### src/rtl/pipe_ctrl_unit.sv
// pipe_ctrl_unit: decodes the ID instruction into a control word, carries it ID/EX -> EX/MEM -> MEM/WB,
// and raises load-use stall plus jump/branch flushes.
module pipe_ctrl_unit #(
  parameter int ALUOP_W = 3,
  parameter int AW = 5,
  parameter bit LU_HAZ_EN = 1'b1
) (
  input  logic               clk,
  input  logic               rst,
  input  logic               id_valid,
  input  logic [5:0]         op_code,
  input  logic [5:0]         func,
  input  logic [AW-1:0]      rs,
  input  logic [AW-1:0]      rt,
  input  logic [AW-1:0]      rd,
  input  logic               br_taken,
  output logic               stall,
  output logic               if_flush,
  output logic               id_flush,
  output logic               illegal,
  output logic               ex_reg_dst,
  output logic               ex_alu_src,
  output logic               ex_branch,
  output logic               ex_bne,
  output logic               ex_lui,
  output logic [ALUOP_W-1:0] ex_alu_op,
  output logic [AW-1:0]      ex_dst,
  output logic               mem_write,
  output logic               mem_read,
  output logic [AW-1:0]      mem_dst,
  output logic               wb_reg_write,
  output logic               wb_mem_to_reg,
  output logic [AW-1:0]      wb_dst
);
  typedef struct packed {
    logic               reg_dst;
    logic               alu_src;
    logic               branch;
    logic               bne;
    logic               lui;
    logic               mem_write;
    logic               mem_read;
    logic               reg_write;
    logic               mem_to_reg;
    logic [ALUOP_W-1:0] alu_op;
    logic [AW-1:0]      dst;
  } ctrl_t;
  ctrl_t dec, id_ex;
  logic [2:0] op3;
  logic jump, legal, rw, br_flush, em_reg_write, em_mem_to_reg;
  always_comb begin
    dec = '0;
    op3 = 3'd0;
    jump = 1'b0;
    legal = 1'b1;
    rw = 1'b0;
    case (op_code)
      6'd0: begin
        case (func)
          6'd32: op3 = 3'd2;
          6'd34: op3 = 3'd6;
          6'd36: op3 = 3'd0;
          6'd37: op3 = 3'd1;
          6'd39: op3 = 3'd4;
          6'd42: op3 = 3'd7;
          6'd0:  op3 = 3'd3;
          6'd2:  op3 = 3'd5;
          6'd8:  jump = 1'b1;
          default: legal = 1'b0;
        endcase
        dec.reg_dst = legal && !jump;
        dec.mem_to_reg = legal && !jump;
        rw = legal && !jump;
      end
      6'd8:  begin rw = 1'b1; dec.alu_src = 1'b1; dec.mem_to_reg = 1'b1; op3 = 3'd2; end
      6'd12: begin rw = 1'b1; dec.alu_src = 1'b1; dec.mem_to_reg = 1'b1; op3 = 3'd0; end
      6'd13: begin rw = 1'b1; dec.alu_src = 1'b1; dec.mem_to_reg = 1'b1; op3 = 3'd1; end
      6'd10: begin rw = 1'b1; dec.alu_src = 1'b1; dec.mem_to_reg = 1'b1; op3 = 3'd7; end
      6'd35: begin rw = 1'b1; dec.alu_src = 1'b1; dec.mem_read = 1'b1; op3 = 3'd2; end
      6'd43: begin dec.alu_src = 1'b1; dec.mem_write = 1'b1; op3 = 3'd2; end
      6'd15: begin rw = 1'b1; dec.lui = 1'b1; dec.mem_to_reg = 1'b1; end
      6'd4:  begin dec.branch = 1'b1; op3 = 3'd6; end
      6'd5:  begin dec.branch = 1'b1; dec.bne = 1'b1; op3 = 3'd6; end
      6'd2:  jump = 1'b1;
      default: legal = 1'b0;
    endcase
    dec.alu_op = ALUOP_W'(op3);
    dec.dst = dec.reg_dst ? rd : rt;
    dec.reg_write = rw && (dec.dst != '0);
    if (!legal) dec = '0;
  end
  assign illegal = id_valid && !legal;
  // A resolved branch outranks both the load-use stall and any jump sitting in ID.
  assign br_flush = !rst && id_ex.branch && (br_taken ^ id_ex.bne);
  assign stall = LU_HAZ_EN && !rst && !br_flush && id_valid && id_ex.mem_read &&
                 (id_ex.dst != '0) && (id_ex.dst == rs || id_ex.dst == rt);
  assign if_flush = br_flush || (!rst && id_valid && jump && !stall);
  assign id_flush = br_flush;
  always_ff @(posedge clk) begin
    id_ex <= (rst || stall || br_flush || !id_valid) ? '0 : dec;
    mem_write <= rst ? 1'b0 : id_ex.mem_write;
    mem_read <= rst ? 1'b0 : id_ex.mem_read;
    mem_dst <= rst ? '0 : id_ex.dst;
    em_reg_write <= rst ? 1'b0 : id_ex.reg_write;
    em_mem_to_reg <= rst ? 1'b0 : id_ex.mem_to_reg;
    wb_reg_write <= rst ? 1'b0 : em_reg_write;
    wb_mem_to_reg <= rst ? 1'b0 : em_mem_to_reg;
    wb_dst <= rst ? '0 : mem_dst;
  end
  assign ex_reg_dst = id_ex.reg_dst;
  assign ex_alu_src = id_ex.alu_src;
  assign ex_branch = id_ex.branch;
  assign ex_bne = id_ex.bne;
  assign ex_lui = id_ex.lui;
  assign ex_alu_op = id_ex.alu_op;
  assign ex_dst = id_ex.dst;
endmodule

### config.mk
export PLATFORM = sky130hd
export DESIGN_NAME = pipe_ctrl_unit
export DESIGN_NICKNAME = d
export VERILOG_FILES = /design/src/rtl/pipe_ctrl_unit.sv
export SDC_FILE = /design/constraint.sdc
export NUM_CORES = 1
export LEC_CHECK = 0
export CORE_MARGIN = 8
export CORE_UTILIZATION = 25
export DETAILED_ROUTE_END_ITERATION = 10
export SETUP_SLACK_MARGIN = 0.5
export SKIP_LAST_GASP = 1
export SYNTH_ARGS = -nofsm -noshare
export SYNTH_HDL_FRONTEND = slang
export SYNTH_SLANG_ARGS = --single-unit
### constraint.sdc
create_clock -name clk -period 4.3 [get_ports clk]
set_input_delay 0.645 -clock clk [delete_from_list [all_inputs] [get_ports clk]]
set_output_delay 0.645 -clock clk [all_outputs]
set_load 0.005 [all_outputs]
[Word-level counts from Yosys, hierarchy flattened]
Cells that the tools add are included.
Storage, ports and cells
  logic and storage cells: 95
  bits in registers: 33
Operators by class
  reduce and logical (&&, ||, !) cells: 36
  bitwise operators: 2
  multiplexer cells: 18
  eq/ne operators: 20
Operator list (number)
  $eq 6x6->1 const B: 8
  $eq 6x4->1 const B: 6
  $pmux 3 s7: 1
  $pmux 3 s5: 1
  $logic_and 1x1->1: 13
  $eq 6x2->1 const B: 2
  $eq 6x3->1 const B: 2
  $logic_not 6->1: 2
  $reduce_or 6->1: 2
  $mux 1: 11
  $eq 5x5->1: 2
  $reduce_bool 5->1: 2
  $reduce_or 10->1: 1
  $reduce_or 9->1: 1
  $pmux 1 s2: 4
  $logic_not 1->1: 6
  $logic_or 1x1->1: 5
  $mux 5: 1
  $reduce_or 5->1: 1
  $reduce_or 2->1: 2
  $reduce_or 3->1: 1
  $not 1->1: 1
  $xor 1x1->1: 1

[Depth between registers and ports, before layout]
  depth after elaboration: 13
  depth in mapped cells: 8
  depth with buffers taken out: 5

[Worst setup path after synthesis]
OpenSTA, ideal clock, no wires.
  path kind: in2out
  start point: in op_code[3]
  end point: out illegal
  buffers on the path: 1
  required time: 3.655 ns
  setup slack: 2.082 ns
  arrival: 1.573 ns
  stages on the path: 5
  cell sequence: buf_2 nor3_1 and3_1 o21ai_2 and3_1
Between the ends
  longest elaborated chain between the ends: 5
RTL lines
  from (decl): RTL line 11  | input logic [5:0] op_code,
  $eq 6x3->1 (tied with other cells): RTL line 57  | case (op_code)
  $reduce_or 10->1 (no source line)
  $pmux 1 s2 *: RTL line 57
  $logic_not 1->1 *: RTL line 92  | assign illegal = id_valid && !legal;
  $logic_and 1x1->1 *: RTL line 92
  to (decl): RTL line 20  | output logic illegal,
Every way passes the cells marked *; elsewhere a longest branch is shown, timed or not.

[Worst setup path after layout]
  start point: in func[0]
  end point: out if_flush
Between the ends
  longest elaborated chain between the ends: 7
RTL lines
  from (decl): RTL line 12  | input logic [5:0] func,
  $eq 6x4->1: RTL line 59  | case (func)
  $mux 1: RTL line 59
  $mux 1: RTL line 57
  $pmux 1 s2: RTL line 57
  $logic_and 1x1->1 (2 in series): RTL line 97  | assign if_flush = br_flush || (!rst && id_valid && jump && !stall);
  $logic_or 1x1->1: RTL line 97
  to (decl): RTL line 18  | output logic if_flush,
No other way between the ends. The select of a mux whose other input is x is not followed.

==> out/results.tsv <==
metric	value	unit
Syn Std Cell Area	1710	sq um
Layout Skew	4.75	ps
starting density of the core	0.254	
Min Clock Period, post-route	3390	ps
final hold viol count	0	
htree depth	2	
Final Cycle Share	0.788	
Ys Warns	0	
CTS tree	done	
diode count	0	
total core area	6720	sq um
Synth-to-Final Area Change	39.6	%
Worst Path Required	3650	ps
vias in the first global route	1489	
cts repair resizes	0	
Worst R2R Start	ex_dst[0]	
die area	9730	sq um
DR WL/cell	13.6	microns
post-route ant nets	0	
syn_nets	220	
Placer Congestion	0.789	
IO Count	62	
Via density	4.45	
critical path startpoint category	input port	
most common cell after layout, fill and taps aside	clkdlybuf4s50_1	
CP max FO	7	
unique cell type count in the Yosys netlist	47	
Post-DP Area	2300	sq um
Nets	273	
CTS root buf	clkbuf_8	
Avg Cell Area, Syn	9.04	sq um
fraction of registers with async set/reset	0	
first-pass iteration count of the detailed router	4	
Post-synth EDFFs	0	
site row count	30	
GRT overflow	0	
CP endpoint kind	primary output	
die width	98.7	microns
Finished Core Util	0.355	
hold slack	433	ps
power per cell area	260	nW/um^2
max-slew violation total from the final report	0	
Fin Setup TNS	0	ps
number of port buffers	61	
Syn Inst Count	189	
area share of the largest cell type after synthesis	0.387	
total wire length	4400	microns
RSZ-0062 raised after global routing	no	
CTS Hold Bufs	0	
sequential share of the synthesized area	0.387	
post-detail-place hpwl	3570	microns
Crit Path Category	in2out	
Total GRT Usage	0.0936	
max-capacitance violation count	0	
worst slew pin tran	1080	ps
post-synthesis register bit count	33	
CTS Buf Count	5	
worst-case clock buffer depth	2	
status	completed	
total setup buffers inserted after CTS	0	
Final Cell Area	2380	sq um
internal reg-to-reg setup slack	2070	ps
# clock sinks	33	
Worst IR Drop VDD	0.0899	mV
largest net degree at the start of global routing	19	
Rel. slew slack	0.281	
Worst-path clk slew	60	ps
Setup crit start	func[0]	
initial antenna violation count	0	
final setup violating endpoints	0	
hold crit path type	reg2reg	
Fmax achieved	295	MHz
Via Count	1438	
CP Data Arrival Time	2740	ps
Primary FF master, synth	dfxtp_1	
R2R depth	4	
Fill cells	695	
crit path to	if_flush	
residual DRC count	0	
Yosys top cell by area	dfxtp_1	
global-route wire length before repair	7310	microns
RR Endpoint	id_ex[11]	
layout cell share with drive strength beyond 1	0.0864	
1st-iter DRT viols	75	
Worst-Skew Late Latency	280	ps
ranking of synthesized cells by area	dfxtp_1 39%, nor2b_1 6.6%, xnor2_1 5.1%, buf_4 4.0%, nor2_4 3.3%	
most frequent cells in the layout	61 x clkdlybuf4s50_1, 33 x dfxtp_1, 18 x nor2b_1, 12 x nand2_1, 11 x nor2_1	
Die Ht	98.7	microns
LEAKAGE	0.804	nW
worst max-delay path, cell delays in order:
cell and delay (ps):
clkdlybuf4s50_1 490, nor4_1 390, and3b_1 310, o2111ai_1 130, a21oi_1 140, or2_2 110
clkdlybuf4s50_1 510
per-stage QoR:
stage	worst slack, ps	cells	total power [mW]
after global routing	740	323	0.652
after CTS	897	323	0.629
after detailed placement	897	315	0.403
final	912	323	0.619
after floorplan	2080	189	0.359
after global placement	949	315	0.402
cells by family (layout without fill, tap and decap cells):
family                    count (synthesis)  after routing  synth area share
DFF                                      33             33             0.387
AOI/OAI and AO/OA                        44             44             0.190
buffers and inverters                    18             72            0.0791
xor gates and xnor gates                 11             11            0.0564
and+or+nand+nor                          83             83             0.288
worst min path at each step:
stage | startpoint | end | slack, ps | depth (start not counted)
6_report | id_ex[8] | em_mem_to_reg | 430 | 1
5_1_grt | id_ex[11] | mem_write | 460 | 1
4_1_cts | id_ex[8] | em_mem_to_reg | 440 | 1
3_5_place_dp | id_ex[8] | em_mem_to_reg | 420 | 1
3_3_place_gp | em_mem_to_reg | wb_mem_to_reg | 420 | 1
2_1_floorplan | id_ex[8] | em_mem_to_reg | 410 | 1
final cells by class:
| cell class | count | area (sq um) | share of cell area |
|---|---|---|---|
| clock buffers | 5 | 68.8 | 0.0289 |
| flip-flops and latches | 33 | 661 | 0.277 |
| repair buffers | 62 | 618 | 0.259 |
| well taps | 80 | 100 | 0.0420 |
| multi-input cells | 138 | 912 | 0.382 |
| clock inverters | 3 | 17.5 | 0.00735 |
| inverters | 2 | 7.51 | 0.00315 |
Yosys cell counts (all sizes together), types with 2 or more instances:
master  number
nor3         4
nor4         2
o21ai       10
a21oi       13
nand3       10
or4          3
or2          2
nor2b       18
nor2        16
inv          2
buf         14
and3b        3
nand2       12
xnor2       10
nor3b        2
nand3b       2
a22oi        2
nand2b       3
o21bai       2
dfxtp       33
clkbuf       2
a211o        2
o21a         4
and3         2
where the power goes:
group / internal, mW / switching (mW) / total (mW)
Clock: 0.111 / 0.112 / 0.223
Sequential: 0.307 / 0.00147 / 0.309
Combinational: 0.0466 / 0.0406 / 0.0872
Total: 0.465 / 0.154 / 0.619
metal layers:
metal / part of all wire / vias up / global-route usage
met1: 0.45 / 638 / 0.106
li1: - / 757 / -
met4: 0.017 / 0 / 0.0390
met3: 0.059 / 5 / 0.0331
met2: 0.47 / 38 / 0.155
met5: 0 / - / 0
Note: power is estimated with default switching activity, not from simulation.
